$ cat config.mk
export PLATFORM = sky130hd
export DESIGN_NAME = io_port_bank_flat
export DESIGN_NICKNAME = d
export VERILOG_FILES = /design/src/rtl/io_port_bank_pkg.sv /design/src/rtl/io_port_bank_if.sv /design/src/rtl/io_port_bank_sync.sv /design/src/rtl/io_port_bank.sv /design/src/flat_wrapper.sv
export SDC_FILE = /design/constraint.sdc
export NUM_CORES = 1
export LEC_CHECK = 0
export ABC_AREA = 1
export BUFFER_PORTS_ARGS = -buffer_cell sky130_fd_sc_hd__buf_2
export CAP_MARGIN = 20
export CORE_ASPECT_RATIO = 0.75
export CORE_MARGIN = 1
export CORE_UTILIZATION = 55
export CTS_BUF_LIST = sky130_fd_sc_hd__clkbuf_4 sky130_fd_sc_hd__clkbuf_8 sky130_fd_sc_hd__clkbuf_16
export CTS_CLUSTER_DIAMETER = 50
export CTS_CLUSTER_SIZE = 25
export DETAILED_ROUTE_END_ITERATION = 7
export GPL_TIMING_DRIVEN = 0
export PLACE_DENSITY = 0.8
export SYNTH_ARGS = -nofsm -noshare
export SYNTH_HDL_FRONTEND = slang
export SYNTH_SLANG_ARGS = --single-unit
$ cat constraint.sdc
create_clock -name clk -period 17.2 [get_ports clk]
set_clock_uncertainty 0.05 [all_clocks]
set_input_delay 3.44 -clock clk [delete_from_list [all_inputs] [get_ports clk]]
set_output_delay 3.44 -clock clk [all_outputs]
set_load 0.01 [all_outputs]
$ cat src/rtl/io_port_bank_pkg.sv
// Shared address-map defaults and decode helpers for the memory-mapped I/O port bank.
// The decoder reports which window an address falls in and the offset within it.
package io_pkg;

    localparam int unsigned OUT_BASE_DEF = 32'hE0;
    localparam int unsigned IN_BASE_DEF  = 32'hF0;
    localparam int unsigned IRQ_BASE_DEF = 32'hD0;

    typedef enum logic [1:0] {
        SEL_NONE,
        SEL_OUT,
        SEL_IN,
        SEL_IRQ
    } sel_e;

    // Offset is wide enough for the largest IRQ window (2 * 64 one-bit bytes).
    typedef struct packed {
        sel_e       sel;
        logic [6:0] idx;
    } decode_t;

    function automatic int unsigned nb_bytes(input int unsigned n, input int unsigned w);
        return (n + w - 1) / w;
    endfunction

    function automatic bit in_window(input int unsigned addr, input int unsigned base,
                                     input int unsigned n);
        return (addr >= base) && (addr < base + n);
    endfunction

    function automatic bit windows_overlap(input int unsigned a, input int unsigned na,
                                           input int unsigned b, input int unsigned nb);
        return (a < b + nb) && (b < a + na);
    endfunction

    function automatic decode_t decode(input int unsigned addr,
                                       input int unsigned out_base,
                                       input int unsigned in_base,
                                       input int unsigned irq_base,
                                       input int unsigned n_ports,
                                       input int unsigned irq_span);
        decode_t d;
        d.sel = SEL_NONE;
        d.idx = '0;
        if (in_window(addr, out_base, n_ports)) begin
            d.sel = SEL_OUT;
            d.idx = 7'(addr - out_base);
        end else if (in_window(addr, in_base, n_ports)) begin
            d.sel = SEL_IN;
            d.idx = 7'(addr - in_base);
        end else if (irq_span != 0 && in_window(addr, irq_base, irq_span)) begin
            d.sel = SEL_IRQ;
            d.idx = 7'(addr - irq_base);
        end
        return d;
    endfunction

endpackage

$ cat src/rtl/io_port_bank_if.sv
// CPU-side bus of the I/O port bank: address, write data, write strobe and registered read data.
interface io_port_bank_if #(
    parameter int unsigned ADDR_W = 8,
    parameter int unsigned DATA_W = 8
);
    logic [ADDR_W-1:0] address;
    logic [DATA_W-1:0] data_in;
    logic              write;
    logic [DATA_W-1:0] data_out;

    modport master (output address, output data_in, output write, input data_out);
    modport slave  (input address, input data_in, input write, output data_out);
endinterface

$ cat src/rtl/io_port_bank_sync.sv
// Multi-flop input synchroniser with asynchronous reset; all bits share the same chain depth.
module io_sync #(
    parameter int unsigned WIDTH  = 8,
    parameter int unsigned STAGES = 2
) (
    input  logic             clk,
    input  logic             reset,
    input  logic [WIDTH-1:0] d_i,
    output logic [WIDTH-1:0] q_o
);

    logic [WIDTH-1:0] stage_q [STAGES];

    for (genvar gi = 0; gi < STAGES; gi++) begin : g_stage
        if (gi == 0) begin : g_first
            always_ff @(posedge clk or posedge reset) begin
                if (reset) stage_q[gi] <= '0;
                else       stage_q[gi] <= d_i;
            end
        end else begin : g_next
            always_ff @(posedge clk or posedge reset) begin
                if (reset) stage_q[gi] <= '0;
                else       stage_q[gi] <= stage_q[gi-1];
            end
        end
    end

    assign q_o = stage_q[STAGES-1];

endmodule

$ cat src/rtl/io_port_bank.sv
// Memory-mapped bank of registered output ports and synchronised input ports with registered reads.
// Optional per-port change interrupts are enabled by defining IO_IRQ_EN.
module io_port_bank
    import io_pkg::*;
#(
    parameter int unsigned DATA_W      = 8,
    parameter int unsigned N_PORTS     = 16,
    parameter int unsigned ADDR_W      = 8,
    parameter int unsigned OUT_BASE    = OUT_BASE_DEF,
    parameter int unsigned IN_BASE     = IN_BASE_DEF,
    parameter int unsigned IRQ_BASE    = IRQ_BASE_DEF,
    parameter int unsigned SYNC_STAGES = 2
) (
    input  logic                        clk,
    input  logic                        reset,
    io_port_bank_if.slave               bus,
    input  logic [N_PORTS*DATA_W-1:0]   port_in,
    output logic [N_PORTS*DATA_W-1:0]   port_out,
    output logic                        irq
);

`ifdef IO_IRQ_EN
    localparam int unsigned NB       = nb_bytes(N_PORTS, DATA_W);
    localparam int unsigned IRQ_SPAN = 2 * NB;
`else
    localparam int unsigned IRQ_SPAN = 0;
`endif

    if (N_PORTS < 1 || N_PORTS > 64) begin : g_err_nports
        $error("io_port_bank: N_PORTS must be 1..64");
    end
    if (SYNC_STAGES < 2) begin : g_err_sync
        $error("io_port_bank: SYNC_STAGES must be at least 2");
    end
    if (windows_overlap(OUT_BASE, N_PORTS, IN_BASE, N_PORTS)) begin : g_err_ovl_io
        $error("io_port_bank: output and input windows overlap");
    end
    if (64'(OUT_BASE) + 64'(N_PORTS) > (64'd1 << ADDR_W) ||
        64'(IN_BASE) + 64'(N_PORTS) > (64'd1 << ADDR_W)) begin : g_err_wrap_io
        $error("io_port_bank: port window wraps past the top of the address space");
    end
`ifdef IO_IRQ_EN
    if (windows_overlap(IRQ_BASE, IRQ_SPAN, OUT_BASE, N_PORTS) ||
        windows_overlap(IRQ_BASE, IRQ_SPAN, IN_BASE, N_PORTS)) begin : g_err_ovl_irq
        $error("io_port_bank: IRQ window overlaps a port window");
    end
    if (64'(IRQ_BASE) + 64'(IRQ_SPAN) > (64'd1 << ADDR_W)) begin : g_err_wrap_irq
        $error("io_port_bank: IRQ window wraps past the top of the address space");
    end
`endif

    decode_t                    dec;
    logic [N_PORTS*DATA_W-1:0]  sync_vec;
    logic [DATA_W-1:0]          sync_arr [N_PORTS];
    logic [DATA_W-1:0]          port_q   [N_PORTS];
    logic [DATA_W-1:0]          rdata_d;
    logic [DATA_W-1:0]          rdata_q;

    assign dec = decode(32'(bus.address), OUT_BASE, IN_BASE, IRQ_BASE, N_PORTS, IRQ_SPAN);

    io_sync #(
        .WIDTH  (N_PORTS * DATA_W),
        .STAGES (SYNC_STAGES)
    ) u_sync (
        .clk   (clk),
        .reset (reset),
        .d_i   (port_in),
        .q_o   (sync_vec)
    );

    for (genvar gi = 0; gi < N_PORTS; gi++) begin : g_port
        assign sync_arr[gi] = sync_vec[gi*DATA_W +: DATA_W];

        always_ff @(posedge clk or posedge reset) begin
            if (reset) begin
                port_q[gi] <= '0;
            end else if (bus.write && dec.sel == SEL_OUT && dec.idx == 7'(gi)) begin
                port_q[gi] <= bus.data_in;
            end
        end

        assign port_out[gi*DATA_W +: DATA_W] = port_q[gi];
    end

`ifdef IO_IRQ_EN
    logic [DATA_W-1:0]          sync_prev_q [N_PORTS];
    logic [N_PORTS-1:0]         change;
    logic [N_PORTS-1:0]         pending_q, pending_d;
    logic [N_PORTS-1:0]         mask_q, mask_d;
    logic [NB*DATA_W-1:0]       pend_pad, mask_pad, clr_pad, mask_wr_pad;
    logic [DATA_W-1:0]          irq_rd [IRQ_SPAN];
    logic                       irq_q, irq_d;

    for (genvar gi = 0; gi < N_PORTS; gi++) begin : g_det
        always_ff @(posedge clk or posedge reset) begin
            if (reset) sync_prev_q[gi] <= '0;
            else       sync_prev_q[gi] <= sync_arr[gi];
        end
        assign change[gi] = |(sync_arr[gi] ^ sync_prev_q[gi]);
    end

    // Pending and mask live in byte-sized registers; bits above N_PORTS read as zero.
    always_comb begin
        pend_pad                 = '0;
        pend_pad[N_PORTS-1:0]    = pending_q;
        mask_pad                 = '0;
        mask_pad[N_PORTS-1:0]    = mask_q;
        clr_pad                  = '0;
        mask_wr_pad              = mask_pad;
        for (int i = 0; i < NB; i++) begin
            irq_rd[i]      = pend_pad[i*DATA_W +: DATA_W];
            irq_rd[NB + i] = mask_pad[i*DATA_W +: DATA_W];
            if (bus.write && dec.sel == SEL_IRQ) begin
                if (dec.idx == 7'(i))      clr_pad[i*DATA_W +: DATA_W]     = bus.data_in;
                if (dec.idx == 7'(NB + i)) mask_wr_pad[i*DATA_W +: DATA_W] = bus.data_in;
            end
        end
        // A new change outranks a simultaneous write-1-to-clear.
        pending_d = (pending_q & ~clr_pad[N_PORTS-1:0]) | change;
        mask_d    = mask_wr_pad[N_PORTS-1:0];
        irq_d     = |(pending_q & mask_q);
    end

    always_ff @(posedge clk or posedge reset) begin
        if (reset) begin
            pending_q <= '0;
            mask_q    <= '0;
            irq_q     <= 1'b0;
        end else begin
            pending_q <= pending_d;
            mask_q    <= mask_d;
            irq_q     <= irq_d;
        end
    end

    assign irq = irq_q;
`else
    assign irq = 1'b0;
`endif

    // Register file is read before this edge's write lands, so a same-cycle access sees old data.
    always_comb begin
        rdata_d = '0;
        for (int k = 0; k < N_PORTS; k++) begin
            if (dec.idx == 7'(k)) begin
                if (dec.sel == SEL_OUT) rdata_d = port_q[k];
                if (dec.sel == SEL_IN)  rdata_d = sync_arr[k];
            end
        end
`ifdef IO_IRQ_EN
        for (int i = 0; i < IRQ_SPAN; i++) begin
            if (dec.sel == SEL_IRQ && dec.idx == 7'(i)) rdata_d = irq_rd[i];
        end
`endif
    end

    always_ff @(posedge clk or posedge reset) begin
        if (reset) rdata_q <= '0;
        else       rdata_q <= rdata_d;
    end

    assign bus.data_out = rdata_q;

endmodule

$ cat src/flat_wrapper.sv
// flat-port wrapper written by rule: the top's interface ports become plain ports
module io_port_bank_flat import io_pkg::*;
#(
    parameter int unsigned DATA_W      = 8,
    parameter int unsigned N_PORTS     = 16,
    parameter int unsigned ADDR_W      = 8,
    parameter int unsigned OUT_BASE    = OUT_BASE_DEF,
    parameter int unsigned IN_BASE     = IN_BASE_DEF,
    parameter int unsigned IRQ_BASE    = IRQ_BASE_DEF,
    parameter int unsigned SYNC_STAGES = 2
)
  (clk, reset, port_in, port_out, irq, bus_address, bus_data_in, bus_write, bus_data_out);
  io_port_bank_if #(.ADDR_W(ADDR_W), .DATA_W(DATA_W)) bus_i ();
  input  logic clk;
  input  logic reset;
  input  logic [N_PORTS*DATA_W-1:0] port_in;
  output logic [N_PORTS*DATA_W-1:0] port_out;
  output logic irq;
  input wire logic [$bits(bus_i.address)-1:0] bus_address;
  input wire logic [$bits(bus_i.data_in)-1:0] bus_data_in;
  input wire logic [$bits(bus_i.write)-1:0] bus_write;
  output wire logic [$bits(bus_i.data_out)-1:0] bus_data_out;
  assign bus_i.address = bus_address;
  assign bus_i.data_in = bus_data_in;
  assign bus_i.write = bus_write;
  assign bus_data_out = bus_i.data_out;
  io_port_bank #(.DATA_W(DATA_W), .N_PORTS(N_PORTS), .ADDR_W(ADDR_W), .OUT_BASE(OUT_BASE), .IN_BASE(IN_BASE), .IRQ_BASE(IRQ_BASE), .SYNC_STAGES(SYNC_STAGES)) u_core (.clk(clk), .reset(reset), .bus(bus_i), .port_in(port_in), .port_out(port_out), .irq(irq));
endmodule
==> run summary, run 1 <==
Run status - finished, final reports clean
Hold Vio Cnt, Final - 0
CP Data Arrival Time - 6.04 ns
FF+latch count, synth - 392
Pin count of the biggest net entering global routing - 118
Cts repair resizes - 0
Vias in the first global route - 10698
Buffers & Inverters on Critical Path - 4
P_leak - 0.008635 uW
Switching part of the total - 25.31%
PortBufs - 280
Post-synthesis area per instance - 10.25 sq um
Cts hold-fix bufs - 0
CTS Buf Count - 25
Fin nets - 1866
Slowest stage delay, CP - 0.24 ns
Most common cell after layout, fill and taps aside - nand2_1
Detailed placement HPWL - 30.16 mm
Seq/Total Area, Yosys - 68.00%
# Max-Cap Violations - 0
Syn nets - 1556
Layout cells sized above 1 - 24.05%
Crit path cell chain - buf_2 > inv_1 > ha_1 > nand2_1 > nor2_1 > nand2_2 > nand2_4 > nand3_4 > nand2_4 > inv_4 > buf_6 > nand3_1 > nand2_1 > nor2_1 > nand3_1 > nand2_1 > nand3_1 > nand2_1 > nand4_1 > nor2_1 > nand4_1
Die Wd - 189.0 microns
Clk sinks - 392
Critical path's slowest cell - nor2_1
Initial drt markers - 1324
Hold WS - 0.2963 ns
Reg power frac - 57.2%
Int Pwr - 1289 uW
Top cell by count, worst path - nand2_1
Crit path required time - 17.56 ns
Root Buffer Master - clkbuf_16
Htree depth - 1
Syn. warnings - 0
Initial antenna violation count - 2
Starting Density - 56.94%
Worst Max-Slew Pin Slew - 1.039 ns
Setup violations, final - 0
Via count - 11538
CORE AREA - 25340 sq um
Slew HR - 30.72%
Setup_tns - 0 ns
Area of the mapped netlist - 14430 sq um
WL per Instance - 20.16 microns
Fin util - 67.76%
Comb power frac - 7.1%
Setup crit start kind - input pin
Commonest cells after routing, fill and taps aside - nand2_1, dfrtp_1, buf_2
Syn Inst Count - 1407
Area delta synth->final - 19.01%
Gpl congestion - 0.9533
Vias per cell - 5.563
Clock Tree Buf Depth - 3
1st-pass router iterations - 5
Clock share of power - 35.7%
Min Tclk post-route - 5.674 ns
ANT nets after route - 0
First-pass GRT wire length - 62.92 mm
Grt total ovfl - 0
RSZ-0062 raised after global routing - false
F_max - 0.1763 GHz
Pwr dens - 100.5 nW/um^2
CP Class - in -> reg
Switching pwr - 436.7 uW
Max FO, Critical Path - 10
Crit end category - flip-flop
Drc violations - 0
Die Area - 26890 sq um
Fin crit share - 32.99%
WL final - 41.81 mm
Clk slew on worst S/H paths - 0.08 ns
Final Max Tran Viols - 0
CTS tree - done
Row count - 50
CP delay by family, top - simple AND/OR/NAND/NOR gates
Min-delay worst type - reg -> reg
Global Route Usage Sum - 31.33%
Worst-Skew Late Latency - 0.56 ns
Netlist cell types - 32
Total setup buffers inserted after CTS - 0
Num ports - 284
Die height - 142.3 microns
Max VDD drop - 82.48 uV
[layer usage]
metal  track usage [%]  routed length (microns)
met1             45.80                    17280
met2             45.09                    17830
met3             10.01                     5413
met4             9.083                     1285
met5                 0                        0
[final timing paths]
path	depth (start not counted)	to	slack (ns)	from
setup / recovery	21	u_core.bus.data_out[4]	11.53	bus_address[4]
hold / removal	0	u_core.u_sync.q_o[112]	0.30	u_core.u_sync.stage_q[240]
setup reg to reg	12	u_core.bus.data_out[2]	15.02	u_core.port_out[10]
hold reg to reg	0	u_core.u_sync.q_o[112]	0.30	u_core.u_sync.stage_q[240]
max in group asynchronous	4	u_core.port_out[109]	12.69	reset
min in group asynchronous	2	u_core.u_sync.stage_q[161]	2.90	reset
[state kept, by name (all words and copies together) (netlist names)]
signal                 cells
u_core.port_out          128
u_core.bus.data_out        8
u_core.u_sync.q_o        128
u_core.u_sync.stage_q    128
[stage by stage]
| stage | worst slack [ns] | instance area [sq um] | instances | total power [uW] |
|---|---|---|---|---|
| after floorplan | 2.812 | 14430 | 1407 | 1058 |
| after global placement | -0.3559 | 16250 | 2025 | 1120 |
| after detailed placement | 11.15 | 16340 | 2028 | 1125 |
| after CTS | 11.68 | 17160 | 2072 | 1735 |
| after global routing | 11.30 | 17170 | 2073 | 1788 |
| final | 11.53 | 17170 | 2074 | 1726 |
[power groups by stage]
stage | registers [uW] | logic, uW | clock network (uW)
2_1_floorplan | 1000 | 53.6 | 0
4_1_cts | 986 | 122 | 627
5_1_grt | 991 | 134 | 663
3_3_place_gp | 1000 | 116 | 0
6_report | 987 | 122 | 616
3_5_place_dp | 1000 | 121 | 0
[area by class of cell]
cell class / instances / area (sq um)
diodes: 2 / 5.005
repair buffers: 283 / 1484
well taps: 338 / 422.9
inverters: 40 / 162.7
clock buffers: 26 / 633.1
fillers: 1953 / 8168
clock inverters: 18 / 190.2
plain buffers: 73 / 370.4
flip-flops and latches: 392 / 9809
multi-input cells: 902 / 4091
[cells by family (layout without fill, tap and decap cells)]
family                   count (synthesis)  count (layout)  share of synthesized area (%)
buffers and inverters                  113             440                          3.643
AND/OR/NAND/NOR                        751             751                          22.75
flip-flops                             392             392                          68.00
AO/OA/AOI/OAI                          148             148                          5.412
other                                    1               3                        0.02599
adder cells (fa/ha/maj)                  2               2                         0.1734
[Yosys cell counts]
master	count	area [sq um]
a21o_1	1	7.510
a21oi_1	10	50.05
a21oi_4	1	16.27
and3_1	1	6.260
buf_1	5	18.77
buf_2	34	170.2
buf_4	4	30.03
buf_6	5	56.30
clkbuf_1	24	90.09
clkbuf_2	1	5.000
conb_1	1	3.750
dfrtp_1	392	9809
ha_1	2	25.02
inv_1	29	108.9
inv_2	9	33.78
inv_4	2	12.51
nand2_1	480	1802
nand2_2	12	75.07
nand2_4	2	22.52
nand3_1	186	930.9
nand3_2	2	20.02
nand3_4	3	52.55
nand4_1	17	106.4
nor2_1	34	127.6
nor2_2	2	12.51
nor2_4	9	101.4
nor3_1	1	5.000
nor3_2	2	20.02
o211ai_1	6	45.04
o21ai_0	83	415.4
o21ai_1	46	230.2
o41ai_2	1	16.27
Note: power is estimated with default switching activity, not from simulation.
==> run 2: changes to the inputs <==
CORE_UTILIZATION = 49   (was 55)
PLACE_DENSITY = 0.75   (was 0.8)
clock period = 5.2 ns   (was 17.2 ns; I/O delays follow)
==> run 2 against run 1 <==
  * Combinational power grew to 3.4 times the previous value
  * Clock power grew to 3.9 times the previous value
  * Setup slack lost 9.7 ns
  * Hold slack worse by 0.0063 ns
  * Critical path depth is the same
  * Core utilization shrank 6.1 points
  * Cell area increased by 2.1%
==> run summary, run 2 (synthesis results as in run 1) <==
Most common cell after layout, fill and taps aside - nand2_1
CTS tree - done
M3 GR Usage - 8.550%
Hold Vio Cnt, Final - 0
Crit path required time - 5.57 ns
Die Area - 30140 sq um
FILL cells - 2376
Met1 GRT Util - 41.67%
Fin crit share - 64.44%
R2R Path End - u_core.bus.data_out[1]
Via count - 11516
Total setup buffers inserted after CTS - 0
Run status - finished, final reports clean
Clk slew on worst S/H paths - 0.09 ns
Initial drt markers - 1045
Slew HR - 24.08%
Pin count of the biggest net entering global routing - 47
RSZ-0062 raised after global routing - false
F_max - 0.2984 GHz
GR Layer Usage met2 - 42.12%
Hold WS - 0.2900 ns
Num ports - 284
Total Power - 6077 uW
Commonest cells after routing, fill and taps aside - nand2_1, dfrtp_1, buf_2
Row count - 53
Placement Cell Area - 16490 sq um
CORE AREA - 28450 sq um
Post-route cell area - 17530 sq um
PortBufs - 280
Footprint of the multi-input gates - 4091 sq um
Worst Max-Slew Pin Slew - 1.139 ns
Worst-Skew Late Latency - 0.59 ns
CTS Buf Count - 28
Starting Density - 50.71%
Grt total ovfl - 0
Fin nets - 1875
Worst reg2reg path depth - 12
Die height - 150.6 microns
Hold worst-path end - u_core.u_sync.q_o[39]
Cts hold-fix bufs - 0
Setup crit start kind - input pin
WL final - 43.05 mm
Min Tclk post-route - 3.351 ns
ANT nets after route - 0
WL per Instance - 20.15 microns
Clock Tree Buf Depth - 3
Fin util - 61.62%
Hold Startpoint - u_core.u_sync.stage_q[167]
Min-delay worst type - reg -> reg
Initial antenna violation count - 4
Max FO, Critical Path - 10
Layout cells sized above 1 - 24.66%
Area delta synth->final - 21.51%
Reg2reg setup slack - 2.95 ns
CP Data Arrival Time - 3.72 ns
Crit path from - bus_address[4]
First-pass GRT wire length - 65.59 mm
CP Class - in -> reg
Gpl congestion - 0.9618
Detailed placement HPWL - 31.64 mm
Drc violations - 0
Register area - 9809 sq um
Vias in the first global route - 11141
Global Route Usage Sum - 28.91%
Htree depth - 1
Grt peak-use layer - met2
Die Wd - 200.1 microns
Clk sinks - 392
Pre-CTS setup slack - 1.432 ns
Hold-critical path depth - 0
Vias per cell - 5.389
Root Buffer Master - clkbuf_16
# Max-Cap Violations - 0
Cts repair resizes - 0
1st-pass router iterations - 5
Max VDD drop - 240.6 uV
Pwr dens - 346.7 nW/um^2
Worst R2R Start - u_core.port_out[1]
P_leak - 0.008775 uW
Crit end category - flip-flop
Final Max Tran Viols - 0
Setup violations, final - 0
Worst setup margin - 1.849 ns
==> run 2: cell count changes in the layout (fill, tap and decap cells not counted) <==
cell / delta
buf_12: +9
buf_16: -3
bufinv_16: +2
clkbuf_16: +3
clkbuf_8: +1
clkinv_2: +1
clkinv_4: -2
clkinv_8: +1
clkinvlp_4: +1
diode_2: +2
inv_12: -1
inv_16: +4
inv_6: +1
inv_8: -3
==> run 2: how the worst max path moves through the flow <==
stage | to | slack [ns] | cells after the start
global route | u_core.bus.data_out[0] | 1.70 | 20
global placement | u_core.u_sync.stage_q[236] | -2.98 | 2
detailed placement | u_core.bus.data_out[3] | 1.43 | 21
CTS | u_core.bus.data_out[3] | 2.03 | 21
finish | u_core.bus.data_out[1] | 1.85 | 21
floorplan | u_core.bus.data_out[0] | -1.16 | 1
==> run 2: cell type report <==
cell class	count	share of cell area, %
inverter	40	0.9065
clock buffer	30	4.118
multi-input combinational	902	23.34
tap	385	2.748
antenna	4	0.05710
clock inverter	22	1.734
sequential	392	55.96
buffer	73	2.113
timing repair buffer	289	9.022
==> run 2: where the power goes <==
| part | internal, uW | total (uW) | switching, uW |
|---|---|---|---|
| registers | 3190 | 3260 | 73.7 |
| logic | 135 | 416 | 282 |
| clock network | 1190 | 2400 | 1210 |
| total | 4520 | 6080 | 1560 |
==> run 2: metrics by stage <==
step	instances	setup TNS [ns]
floorplan	1407	-456.24
global placement	2072	-1152.30
detailed placement	2081	0
CTS	2133	0
global route	2135	0
finish	2137	0
==> run 2: worst max-delay path: stages <==
cell     delay [ns]
buf_2          0.11
inv_1          0.07
ha_1           0.15
nand2_1        0.05
nor2_1         0.13
nand2_2        0.10
nand2_4        0.10
nand3_4        0.08
nand2_4        0.12
inv_4          0.09
buf_6          0.16
nand3_1        0.12
nand2_1        0.06
nor2_1         0.20
nand3_1        0.18
nand2_1        0.11
nand3_1        0.17
nand2_1        0.11
nand4_1        0.17
nor2_1         0.24
nand4_1        0.15
==> run 2: routing by layer <==
layer | vias to the layer above | wire length [microns]
li1 | 5213 | -
met1 | 5606 | 18480
met2 | 616 | 18540
met3 | 81 | 4780
met4 | 0 | 1255
met5 | - | 0
==> run 3: changes to the inputs <==
ABC_AREA = 0   (was 1)
CORE_UTILIZATION = 55   (was 49)
PLACE_DENSITY = 0.8   (was 0.75)
clock period = 3.1 ns   (was 5.2 ns; I/O delays follow)
==> run 3 against run 2 <==
  * The run now ends with negative setup slack left
  * Largest cell class unchanged
  * First-iteration DRC count is 9.2% lower
  * Via count fell by 14%
  * Cell area rose by 1.1%
  * Sequential share of layout area is 0.64 points lower
  * Clock power grew 70%
  * Total power increased by 66%
  * Routed wire length is 1.2% higher
  * Core utilization rose by 6.7 points
  * Synthesized cell count fell by 33%
  * Die area decreased by 10%
  * Combinational power increased by 43%
  * Highest routed layer is now met5
  * Count of clock-buffer cells in the layout rose by 1
==> run summary, run 3 <==
Commonest cells after routing, fill and taps aside - dfrtp_1, buf_2, mux2_4
Area delta synth->final - 22.10%
Worst-Skew Late Latency - 0.58 ns
ANT nets after route - 0
Top post-synthesis cells by area - dfrtp_1, mux2_4, mux2_2
# Max-Cap Violations - 0
Most used flip-flop cell after synthesis - dfrtp_1
Syn. warnings - 0
Max FO, Critical Path - 10
PortBufs - 281
Vias per cell - 6.087
WL final - 43.59 mm
Most common library cells after synthesis - dfrtp_1, mux2_4, a22oi_1, mux2_2, a221oi_1
Pre-CTS setup slack - -0.9037 ns
Area of the mapped netlist - 14520 sq um
Worst Max-Slew Pin Slew - 1.040 ns
Syn nets - 1092
Hold Vio Cnt, Final - 0
CTS tree - done
Detailed placement HPWL - 31.42 mm
Num ports - 284
Crit path from - bus_address[5]
Worst R2R Start - u_core.port_out[55]
Drc violations - 0
Netlist cell types - 62
F_max - 0.3148 GHz
Slew HR - 30.31%
Critical path's slowest cell - a221oi_1
First-pass GRT wire length - 63.31 mm
Via count - 9952
Min-delay worst type - in -> async
Failing checks - negative setup slack
Pin count of the biggest net entering global routing - 48
Fin nets - 1417
M3 GR Usage - 8.110%
Crit end category - flip-flop
Die height - 142.7 microns
Grt peak-use layer - met1
Slowest stage delay, CP - 0.56 ns
Setup crit start kind - input pin
Min Tclk post-route - 3.177 ns
P_leak - 0.008787 uW
Gpl congestion - 0.9274
Initial antenna violation count - 1
Reg2reg setup slack - 0.96 ns
Count leader, synth - dfrtp_1
RSZ-0062 raised after global routing - true
Setup violations, final - 3
Met1 GRT Util - 49.19%
Crit path required time - 3.48 ns
Layout cells sized above 1 - 42.99%
Synth area leader - dfrtp_1
Grt total ovfl - 0
Seq/Total Area, Yosys - 67.55%
FF+latch count, synth - 392
Clock Tree Buf Depth - 3
Die Wd - 189.6 microns
Run status - finished, violations left
Hold WS - 0.05848 ns
Pwr dens - 568.4 nW/um^2
Synth top area share - 67.55%
Syn Inst Count - 943
Row count - 51
CORE AREA - 25970 sq um
Global Route Usage Sum - 32.43%
Placed Cells - 1578
Crit path cell chain - buf_2 > ha_1 > buf_4 > buf_2 > o211a_1 > nand2_1 > clkbuf_1 > a221oi_1 > a211o_1 > a21oi_1 > o31ai_1 > a21oi_1
Max VDD drop - 470.1 uV
Starting Density - 55.91%
Vias in the first global route - 9803
Post-Layout Cell Count - 1635
Post-synth EDFFs - 0
Clk slew on worst S/H paths - 0.09 ns
Final Max Tran Viols - 0
Reg power frac - 53.7%
FFs w/ async S/R, synth - 100.0%
Comb power frac - 5.9%
GR Layer Usage met2 - 45.90%
Initial drt markers - 949
Switching pwr - 2559 uW
CTS Buf Count - 29
Htree depth - 1
# diodes - 0
Worst setup margin - -0.07686 ns
Clk sinks - 392
CP Class - in -> reg
1st-pass router iterations - 5
Most common cell after layout, fill and taps aside - dfrtp_1
Die Area - 27060 sq um
Root Buffer Master - clkbuf_16
Fin crit share - 102.5%
WL per Instance - 26.66 microns
Int Pwr - 7519 uW
Total Power - 10080 uW
CP Data Arrival Time - 3.56 ns
Clock share of power - 40.4%
Switching part of the total - 25.39%
Post-synthesis area per instance - 15.40 sq um
==> run 3: cell count changes after synthesis, sizes merged, moves of 16 or more <==
cell | before | now
buf | 48 | 32
inv | 40 | 6
nand3 | 191 | 4
a22oi | 0 | 53
mux2 | 0 | 127
nand2 | 494 | 34
a22o | 0 | 23
o21ai | 129 | 27
a221oi | 0 | 43
==> run 3: layout make-up <==
cell class	count	area, sq um
fill	1833	8240
multi-input combinational	491	4493
clock buffer	31	747.0
clock inverter	23	292.8
inverter	6	26.28
sequential	392	9809
tap	344	430.4
buffer	54	302.8
timing repair buffer	294	1629
==> run 3: worst paths after layout <==
| path | endpoint | cells past startpoint |
|---|---|---|
| min | u_core.u_sync.q_o[97] | 2 |
| max reg2reg | u_core.bus.data_out[7] | 5 |
| min reg2reg | u_core.u_sync.q_o[115] | 0 |
| max in group asynchronous | u_core.u_sync.q_o[48] | 7 |
| min in group clk | u_core.u_sync.stage_q[230] | 1 |
| max | u_core.bus.data_out[3] | 12 |
==> run 3: worst max-delay path: cells and delay by family <==
family                   cells  cell delay [ns]
AND/OR/NAND/NOR              1             0.12
AO/OA/AOI/OAI                6             1.72
adder cells (fa/ha/maj)      1             0.18
buffers and inverters        4             0.91
==> run 3: through the flow <==
stage	TNS [ns]	instance area [sq um]	util [%]
2_1_floorplan	-1114.80	14530	-
3_3_place_gp	-1831.04	16360	63.00
3_5_place_dp	-32.62	16560	63.77
4_1_cts	0	17630	67.88
5_1_grt	-0.2064	17730	68.27
6_report	-0.1485	17730	68.27
==> run 3: timing repair <==
| item | 4_1_cts | 5_1_grt |
|---|---|---|
| resized for setup | 9 | 25 |
| endpoints found under the setup margin | 7 | 8 |
| pin swaps | 0 | 1 |
| hold buffers | 0 | 0 |
| endpoints found under the hold margin | 0 | 0 |
| setup buffers | 0 | 3 |
==> run 3: per-layer routing <==
layer  part of all wire [%]  vias up
met5                  0.030        -
met4                    3.4        2
met3                     10       89
met2                     43      558
met1                     43     5145
li1                       -     4158
==> run 3: kinds of logic (layout without fill, tap and decap cells) <==
logic type               count (synthesis)  in the layout  share of synthesized area [%]
multiplexers                           131            131                          12.19
other                                    1              1                        0.02582
AND/OR/NAND/NOR                        119            119                          5.376
adder cells (fa/ha/maj)                  2              2                         0.1723
AO/OA/AOI/OAI                          238            238                          12.57
flip-flops                             392            392                          67.55
buffers and inverters                   60            408                          2.111
==> run 3: power by group through the flow <==
| stage | Combinational [uW] | Clock [uW] | Sequential [uW] |
|---|---|---|---|
| finish | 593 | 4070 | 5420 |
| detailed placement | 581 | 0 | 5510 |
| global placement | 540 | 0 | 5520 |
| CTS | 588 | 4120 | 5410 |
| global route | 638 | 4310 | 5430 |
| floorplan | 248 | 0 | 5500 |
